**src/rtl/memory_arbiter_pkg.sv**
```systemverilog
// Shared types for the memory arbiter: RAM word, RAM handshake state, arbiter FSM state.
package memory_arbiter_pkg;

    localparam int unsigned WORD_W = 32;

    typedef logic [WORD_W-1:0] word_t;

    typedef enum logic [1:0] {
        FREE   = 2'd0,
        BUSY   = 2'd1,
        ACCESS = 2'd2,
        ERROR  = 2'd3
    } ramstate_t;

    typedef enum logic [1:0] {
        IDLE   = 2'd0,
        IGRANT = 2'd1,
        DGRANT = 2'd2
    } arb_state_t;

endpackage

```
**src/rtl/memory_arbiter.sv**
```systemverilog
// Single owner of the RAM port: arbitrates icache fetches against dcache loads/stores.
// Data has priority; a saturating starvation counter forces an instruction grant
// after STARVE_MAX consecutive data completions while a fetch is pending.
module memory_arbiter
    import memory_arbiter_pkg::*;
#(
    parameter int unsigned STARVE_MAX = 4
) (
    input  logic        CLK,
    input  logic        nRST,
    input  logic        iREN,
    input  logic [31:0] iaddr,
    output logic        iwait,
    output logic [31:0] iload,
    input  logic        dREN,
    input  logic        dWEN,
    input  logic [31:0] daddr,
    input  logic [31:0] dstore,
    output logic        dwait,
    output logic [31:0] dload,
    output logic        ramREN,
    output logic        ramWEN,
    output logic [31:0] ramaddr,
    output logic [31:0] ramstore,
    input  logic [31:0] ramload,
    input  logic [1:0]  ramstate
);

    localparam int unsigned CNT_W = $clog2(STARVE_MAX + 1);

    arb_state_t       state;
    arb_state_t       next_state;
    logic [CNT_W-1:0] starve_cnt;
    logic             starve_full;
    logic             dreq;
    logic             i_done;
    logic             d_done;

    assign dreq        = dREN | dWEN;
    assign starve_full = (starve_cnt == CNT_W'(STARVE_MAX));

    // State register; reset aborts any grant in flight.
    always_ff @(posedge CLK or negedge nRST) begin
        if (!nRST) begin
            state <= IDLE;
        end else begin
            state <= next_state;
        end
    end

    // Starvation counter: counts data completions that bypassed a pending fetch.
    always_ff @(posedge CLK or negedge nRST) begin
        if (!nRST) begin
            starve_cnt <= '0;
        end else if (!iREN || i_done) begin
            starve_cnt <= '0;
        end else if (d_done && !starve_full) begin
            starve_cnt <= starve_cnt + CNT_W'(1);
        end
    end

    // Next-state decision and grant-phase outputs (combinational from state + inputs).
    always_comb begin
        next_state = state;
        ramREN     = 1'b0;
        ramWEN     = 1'b0;
        ramaddr    = '0;
        ramstore   = '0;
        iwait      = 1'b1;
        dwait      = 1'b1;
        iload      = '0;
        dload      = '0;
        i_done     = 1'b0;
        d_done     = 1'b0;

        case (state)
            IDLE: begin
                if (dreq && !(iREN && starve_full)) begin
                    next_state = DGRANT;
                end else if (iREN) begin
                    next_state = IGRANT;
                end
            end

            DGRANT: begin
                if (!dreq) begin
                    // Requester withdrew: no RAM operation, no completion.
                    next_state = IDLE;
                end else begin
                    ramaddr = daddr;
                    if (dWEN) begin
                        ramWEN   = 1'b1;
                        ramstore = dstore;
                    end else begin
                        ramREN = 1'b1;
                    end
                    if (ramstate == ACCESS) begin
                        dwait      = 1'b0;
                        dload      = ramload;
                        d_done     = 1'b1;
                        next_state = IDLE;
                    end
                end
            end

            IGRANT: begin
                if (!iREN) begin
                    next_state = IDLE;
                end else begin
                    ramREN  = 1'b1;
                    ramaddr = iaddr;
                    if (ramstate == ACCESS) begin
                        iwait      = 1'b0;
                        iload      = ramload;
                        i_done     = 1'b1;
                        next_state = IDLE;
                    end
                end
            end

            default: begin
                next_state = IDLE;
            end
        endcase
    end

endmodule

```
**config.mk**
```make
export PLATFORM = sky130hd
export DESIGN_NAME = memory_arbiter
export DESIGN_NICKNAME = d
export VERILOG_FILES = /design/src/rtl/memory_arbiter_pkg.sv /design/src/rtl/memory_arbiter.sv
export SDC_FILE = /design/constraint.sdc
export NUM_CORES = 1
export LEC_CHECK = 0
export CAP_MARGIN = 0
export CORE_AREA = 4 4 101 103
export CTS_CLUSTER_DIAMETER = 40
export DETAILED_ROUTE_END_ITERATION = 7
export DIE_AREA = 0 0 105 107
export PLACE_DENSITY = 0.67
export SYNTH_ARGS = -nofsm -noshare
export SYNTH_HDL_FRONTEND = slang
export SYNTH_SLANG_ARGS = --single-unit
```
**constraint.sdc**
```tcl
create_clock -name CLK -period 1.85 [get_ports CLK]
set_input_delay 0.37 -clock CLK [delete_from_list [all_inputs] [get_ports CLK]]
set_output_delay 0.37 -clock CLK [all_outputs]
set_load 0.02 [all_outputs]
```
* Word-level counts from Yosys, hierarchy flattened *
Index checks and enable logic that the tools add are counted.

cells by class
  $add $sub $neg = 1
  eq/ne operators = 5
  mux-type cells = 36
  bitwise logic cells = 1
  reduce and logical (&&, ||, !) cells = 9

operator list
  cell                                                  number
  2-to-1 mux 32 bit                                     10
  case mux 32 bit (2 select lines)                      1
  2-to-1 mux 1 bit                                      16
  2-to-1 mux 2 bit                                      5
  2-to-1 mux 3 bit                                      2
  case mux 2 bit (3 select lines)                       1
  equality test 2 bit (second input constant)           2
  adder 3 x 1 -> 3 bit (second input constant)          1
  equality test 3 bit (second input constant)           1
  logical AND 1 bit                                     3
  zero test 1 bit                                       3
  != test 3 bit (second input constant)                 1
  equality test 2 x 1 -> 1 bit (second input constant)  1
  zero test 2 bit                                       1
  case mux 1 bit (2 select lines)                       1
  nonzero test 2 bit                                    1
  logical OR 1 bit                                      1
  OR 1 bit                                              1

storage, ports and cells
  flip-flop bits (word level) = 5
  output and inout port bits = 132
  logic and storage cells = 54

* Longest topological paths before layout *
Gate-level depths: netlist of run 1.

  word-level depth = 7
  depth in mapped cells = 7
  mapped depth without buffers = 5

* Least setup slack after synthesis of run 1 *
No wires, ideal clock.

  kind = reg2out
  start point = reg state[0]
  end point = out ramaddr[23]
  arrival = 1,597 ps
  path slack = -117 ps
  stages on the path, launching flop included = 8
  path buffers = 2
  cell sequence = dfrtp_1 inv_1 ha_1 o21a_4 buf_8 buf_4 a22oi_1 nor2b_1

on the way
  word-level cells in the longest chain between the ends = 2
  elaborated cells on any way between the ends = 3
  those cells by class = eq/ne (2); mux (1)

ends and longest elaborated chain
  element                                                              line                  text
  start: declaration                                                   memory_arbiter.sv:31  arb_state_t state;
  start signal: assignment                                             memory_arbiter.sv:47  state <= next_state;
  equality test 2 x 1 -> 1 bit or equality test 2 bit (tied branches)  memory_arbiter.sv:76  case (state)
  case mux 32 bit (2 select lines) (*)                                 memory_arbiter.sv:76
  end: declaration                                                     memory_arbiter.sv:23  output logic [31:0] ramaddr,

Every way passes the cells marked *; elsewhere a longest branch is shown, timed or not.

* Worst setup path after layout of run 1 *
  start point = reg state[1]
  end point = out ramaddr[16]

Same word-level chain as after synthesis.

==> impl_metrics.yaml, run 1 <==
critical_path:
  crit_type: "flop to output pin"
  critical-path-max-stage-delay_ns: 0.42
  cp.required_ns: 1.48
  path_common_cell: "buf_6"
  start_kind: "flop"
  cp.arrival_ns: 1.72
  cp_cell_sequence: "ha_4 -> o21a_4 -> buf_6 -> buf_16 -> buf_8 -> a22oi_2 -> nor2b_2 -> buf_6"
  critPathCaptureType: "output pin"
  cp_slowest_cell: "dfrtp_1"
  worstPathMaxFanout: 8
  r2r_cells: 8
synth:
  syn-cell-area_sq_um: 1655
  yosysWarnings: 0
  synth_seq_cells: 5
  syn_inst: 242
  synthesis.nets: 383
  syn_avg_cell_area_sq_um: 6.840
  ys_seq_area_share_pct: 7.559
  synth_cell_type_count: 30
power_and_ir_drop:
  p_leak_nw: 2.591
  power_density_nw_per_um2: 711.8
  vdd_drop_max_mv: 0.3539
run:
  drv_cap: 0
timing:
  hold_viol_final: 0
  rsz0062_at_grt: "yes"
  worst_slack_ns: -0.2431
  fin_crit_sh_pct: 113.1
  fmax_mhz: 477.8
  setup_viol: 120
  maxSlewViolCount: 0
  tightest_slew_ns: 0.3169
  relSlewSlack_pct: 78.75
  skew_ns: 0.002696
  min_period_ns: 2.093
routing:
  antenna_left: 0
  dr_total_vias: 3160
  drt_iter0_markers: 76
  drcViolationCount: 0
  wl_per_cell_um: 19.40
  drt_first_pass_iters: 4
  routed_wl_um: 12690
  via_per_inst: 4.832
floorplan:
  start_util_pct: 18.00
  io-pin-count: 267
  die_h_um: 107
  rows: 35
  core-area_sq_um: 9196
  die-width_um: 105
  die_area_sq_um: 11240
placed_design:
  hpwlAfterDp_um: 8302
  place_ws_ns: -0.6604
  io_buffers: 266
  gp_congestion: 0.7568
layout:
  syn_to_final_growth_pct: 252.8
  drive_gt1_share_pct: 57.46
  layout_common_cells: "129 x clkdlybuf4s50_1, 79 x buf_6, 54 x and3_1"
  final_core_util_pct: 63.51
  antennaDiodeCount: 0
  nNetsFinal: 685
  layout_commonest_cell: "clkdlybuf4s50_1"
grt:
  grt_start_max_net_pins: 29
  antenna_found_initial: 0
  overflow: 0
  grt_pass1_wl_um: 17240
  grtUsageTotal_pct: 19.12
  grt_pass1_vias: 3205
cts:
  postCtsHoldBufs: 0
  clkLatencyLatePin_ns: 0.23
  tritoncts: "built"
  root_buffer: "clkbuf_8"
  cts.htree.levels: 1
  cts-buffers-inserted: 3
  path_clk_slew_ns: 0.04
  clockBufferDepth: 2
  clkSinkCount: 5
outcome:
  violations: "setup timing"
  outcome: "finished with violations"
min_path:
  hold_class: "input pin to async pin"
==> layout make-up <==
| cell class | count | area (sq um) |
|---|---|---|
| timing repair buffer | 328 | 3656 |
| fill | 746 | 3356 |
| multi-input combinational | 200 | 1853 |
| tap | 111 | 138.9 |
| inverter | 6 | 22.52 |
| clock buffer | 4 | 45.04 |
| sequential | 5 | 125.1 |
==> timing repair <==
| action | 4_1_cts | 5_1_grt |
|---|---|---|
| setup endpoints to repair | 132 | 131 |
| buffers inserted | 18 | 2 |
| gates cloned | 11 | 7 |
| pin swaps | 13 | 16 |
| gates resized for setup | 697 | 76 |
==> kinds of logic (layout without fill, tap and decap cells) <==
logic type | after synthesis | after routing | synth area share (%)
mux | 2 | 2 | 1.209
simple gates | 148 | 149 | 55.25
flops | 5 | 5 | 7.559
fa+ha+maj | 6 | 6 | 4.535
buf+inv | 38 | 338 | 10.73
compound gates | 43 | 43 | 20.71
==> final timing paths <==
kind | startpoint | endpoint | slack [ns]
hold reg to reg | starve_cnt[1]$_DFFE_PN0P_ | starve_cnt[1]$_DFFE_PN0P_ | 0.58
setup / recovery | state[1]$_DFFE_PN0P_ | ramaddr[16] | -0.24
max in group asynchronous | nRST | state[0]$_DFFE_PN0P_ | 1.23
hold / removal | nRST | starve_cnt[2]$_DFFE_PN0P_ | 0.39
setup reg to reg | state[0]$_DFFE_PN0P_ | starve_cnt[0]$_DFFE_PN0P_ | 0.17
min in group CLK | starve_cnt[1]$_DFFE_PN0P_ | starve_cnt[1]$_DFFE_PN0P_ | 0.58
==> cell usage after synthesis <==
| master | count | area, sq um |
|---|---|---|
| nand2_1 | 2 | 7.510 |
| buf_1 | 1 | 3.750 |
| clkbuf_1 | 21 | 78.83 |
| o221a_2 | 1 | 11.26 |
| a21o_1 | 1 | 7.510 |
| nor2_1 | 3 | 11.26 |
| a21boi_0 | 1 | 7.510 |
| mux2i_1 | 2 | 20.02 |
| a22o_1 | 1 | 8.760 |
| nand2b_1 | 1 | 6.260 |
| buf_4 | 1 | 7.510 |
| a31oi_1 | 1 | 6.260 |
| dfrtp_1 | 5 | 125.1 |
| clkbuf_2 | 1 | 5.000 |
| or4b_1 | 1 | 10.01 |
| and3_1 | 97 | 606.8 |
| o31ai_1 | 1 | 7.510 |
| buf_2 | 6 | 30.03 |
| and2_1 | 2 | 12.51 |
| nor2b_1 | 36 | 225.2 |
| ha_1 | 6 | 75.07 |
| a22oi_1 | 32 | 240.2 |
| o21a_4 | 1 | 15.01 |
| o21ai_2 | 1 | 8.760 |
| nand3b_1 | 2 | 15.01 |
| buf_8 | 2 | 30.03 |
| nand3_1 | 4 | 20.02 |
| a211oi_1 | 2 | 15.01 |
| inv_1 | 6 | 22.52 |
| a311oi_2 | 1 | 15.01 |
==> critical path, delay by kind of cell (launching register included) <==
kind | cells | cell delay [ns]
and+or+nand+nor | 1 | 0.06
DFF | 1 | 0.42
buffers and inverters | 4 | 0.52
adders and majority gates | 1 | 0.19
AOI/OAI and AO/OA | 2 | 0.31
==> metal layers <==
metal	vias up	routed length [um]	global-route usage [%]
met3	15	1063	5.840
met5	-	0	0
met4	0	198	3.843
met1	1488	4637	19.89
met2	159	6788	37.58
li1	1498	-	-
==> sequential cells by signal, indices dropped and copies added (netlist names) <==
register / flops
starve_cnt: 3
state: 2
==> metrics by stage <==
step	cell area, sq um	total power [W]	instances	hold WS (ns)	TNS [ns]
6_report	5841	0.004157	654	0.3937	-18.28
5_1_grt	5841	0.004379	654	0.4109	-26.40
4_1_cts	5439	0.003964	645	0.3982	-17.26
3_5_place_dp	4666	0.003024	612	0.5685	-76.09
3_3_place_gp	4666	0.002996	612	0.5542	-74.03
2_1_floorplan	1729	0.001645	242	0.07441	0
==> where the power goes <==
group	leakage (nW)	total, W	internal [W]	switching [W]
Sequential	0.0672	0.000150	0.000128	0.0000219
Combinational	2.50	0.00380	0.00217	0.00163
Clock	0.0228	0.000205	0.000148	0.0000568
Power figures use the tool's default switching activity.
==> inputs of run 2 (changes only) <==
--- a/config.mk
+++ b/config.mk
@@ -7,7 +7,7 @@
 export LEC_CHECK = 0
 export CAP_MARGIN = 0
 export CORE_AREA = 4 4 101 103
-export CTS_CLUSTER_DIAMETER = 40
+export CTS_CLUSTER_DIAMETER = 200
 export DETAILED_ROUTE_END_ITERATION = 7
 export DIE_AREA = 0 0 105 107
 export PLACE_DENSITY = 0.67
==> results of run 2 <==
Final layout, timing and power as in run 1 (identical DEF).
==> inputs of run 3 (changes only) <==
--- a/config.mk
+++ b/config.mk
@@ -11,6 +11,7 @@
 export DETAILED_ROUTE_END_ITERATION = 7
 export DIE_AREA = 0 0 105 107
 export PLACE_DENSITY = 0.67
+export SKIP_CTS_REPAIR_TIMING = 1
 export SYNTH_ARGS = -nofsm -noshare
 export SYNTH_HDL_FRONTEND = slang
 export SYNTH_SLANG_ARGS = --single-unit
==> impl_metrics.yaml, run 3 (synthesis gave the netlist of run 1 again) <==
timing:
  relSlewSlack_pct: 78.82
  rsz0062_at_grt: "yes"
  tightest_slew_ns: 0.3158
  min_period_ns: 2.095
  maxSlewViolCount: 0
  fin_tns_setup_ns: -13.60
  setup_viol: 98
  worst_slack_ns: -0.2448
  fmax_mhz: 477.4
  hold_viol_final: 0
  fin_crit_sh_pct: 113.2
  skew_ns: 0.002409
critical_path:
  reg2reg_from: "state[0]$_DFFE_PN0P_"
  reg2reg_slack_ns: 0.24
  r2r_cells: 8
  cp.required_ns: 1.48
  reg2reg_to: "starve_cnt[1]$_DFFE_PN0P_"
  crit_type: "flop to output pin"
  start_kind: "flop"
  critPathCaptureType: "output pin"
  cp.arrival_ns: 1.72
  startpoint: "state[1]$_DFFE_PN0P_"
  worstPathMaxFanout: 5
power_and_ir_drop:
  swShare_pct: 43.34
  p_clk_share_pct: 5.6
  power_density_nw_per_um2: 770.1
  seq_power_share_pct: 4.2
  p_leak_nw: 2.486
  power.internal_w: 0.002079
  power_frac_comb_pct: 90.2
  vdd_drop_max_mv: 0.3587
  switching_power_w: 0.001590
routing:
  drt_iter0_markers: 95
  dr_total_vias: 3006
  antenna_left: 0
  drcViolationCount: 0
  wl_per_cell_um: 17.96
  routed_wl_um: 11390
  via_per_inst: 4.741
  drt_first_pass_iters: 4
floorplan:
  die_h_um: 107
  start_util_pct: 18.00
  io-pin-count: 267
  die_area_sq_um: 11240
  rows: 35
  core-area_sq_um: 9196
  die-width_um: 105
layout:
  syn_to_final_growth_pct: 187.8
  reg_top3: "starve_cnt: 3 flops, state: 2 flops"
  layout_common_cells: "130 x clkdlybuf4s50_1, 93 x and3_1, 92 x buf_4"
  layout_commonest_cell: "clkdlybuf4s50_1"
  largest_register_ffs: 3
  largest-register: "starve_cnt"
  antennaDiodeCount: 0
  drive_gt1_share_pct: 44.55
  nNetsFinal: 665
grt:
  grtUsageTotal_pct: 16.05
  grt_start_max_net_pins: 65
  overflow: 0
  antenna_found_initial: 0
  grt_pass1_vias: 2890
  grt_pass1_wl_um: 14750
cts:
  clkSinkCount: 5
  tritoncts: "built"
  clockBufferDepth: 2
  cts-buffers-inserted: 3
  clkLatencyLatePin_ns: 0.23
  path_clk_slew_ns: 0.04
  root_buffer: "clkbuf_8"
  cts.htree.levels: 1
placed_design:
  place_ws_ns: -0.6604
  hpwlAfterDp_um: 8302
  io_buffers: 266
  gp_congestion: 0.7568
outcome:
  outcome: "finished with violations"
  violations: "setup timing"
min_path:
  hold_class: "input pin to async pin"
run:
  drv_cap: 0
==> run 3: cell type report <==
cell class                 instances  area [sq um]
tap                              111         138.9
fill                             905          4433
timing repair buffer             309          2890
multi-input combinational        199          1541
sequential                         5         125.1
inverter                           6         22.52
clock buffer                       4         45.04
==> run 3: how the worst max path moves through the flow <==
stage                  endpoint
floorplan             dload[10]
global placement    ramaddr[28]
detailed placement  ramaddr[28]
CTS                 ramaddr[28]
global route        ramaddr[30]
finish              ramaddr[14]
==> run 3: metrics by stage <==
step / area (sq um) / hold slack (ns) / total power [W] / instances / util (%)
finish: 4763 / 0.3917 / 0.003668 / 634 / 51.80
global placement: 4666 / 0.5542 / 0.002996 / 612 / 50.73
floorplan: 1729 / 0.07441 / 0.001645 / 242 / -
detailed placement: 4666 / 0.5685 / 0.003024 / 612 / 50.73
CTS: 4711 / 0.3982 / 0.003250 / 616 / 51.22
global route: 4763 / 0.4099 / 0.003885 / 634 / 51.80
==> run 3: power groups by stage <==
stage,clock (W),combinational [W],sequential (W)
floorplan,0,0.00150,0.000146
global placement,0,0.00285,0.000146
detailed placement,0,0.00288,0.000147
CTS,0.000209,0.00289,0.000146
global route,0.000217,0.00351,0.000156
finish,0.000207,0.00331,0.000154
==> run 3: routing by layer <==
layer  wire length, um  vias up  track usage, %  part of all wire [%]
met4               100        0           2.999                  0.88
met5                 0        -               0                     0
met2              6078      151           31.99                    53
li1                  -     1452               -                     -
met1              4208     1393           15.76                    37
met3              1001       10           6.020                   8.8
==> run 3: critical path, stage by stage, from the launching register on <==
cell and delay [ns]:
dfrtp_1 0.43, inv_2 0.06, ha_1 0.19, and2_4 0.18, buf_12 0.14, buf_12 0.13
a22oi_1 0.17, nor2b_2 0.06, clkbuf_2 0.15
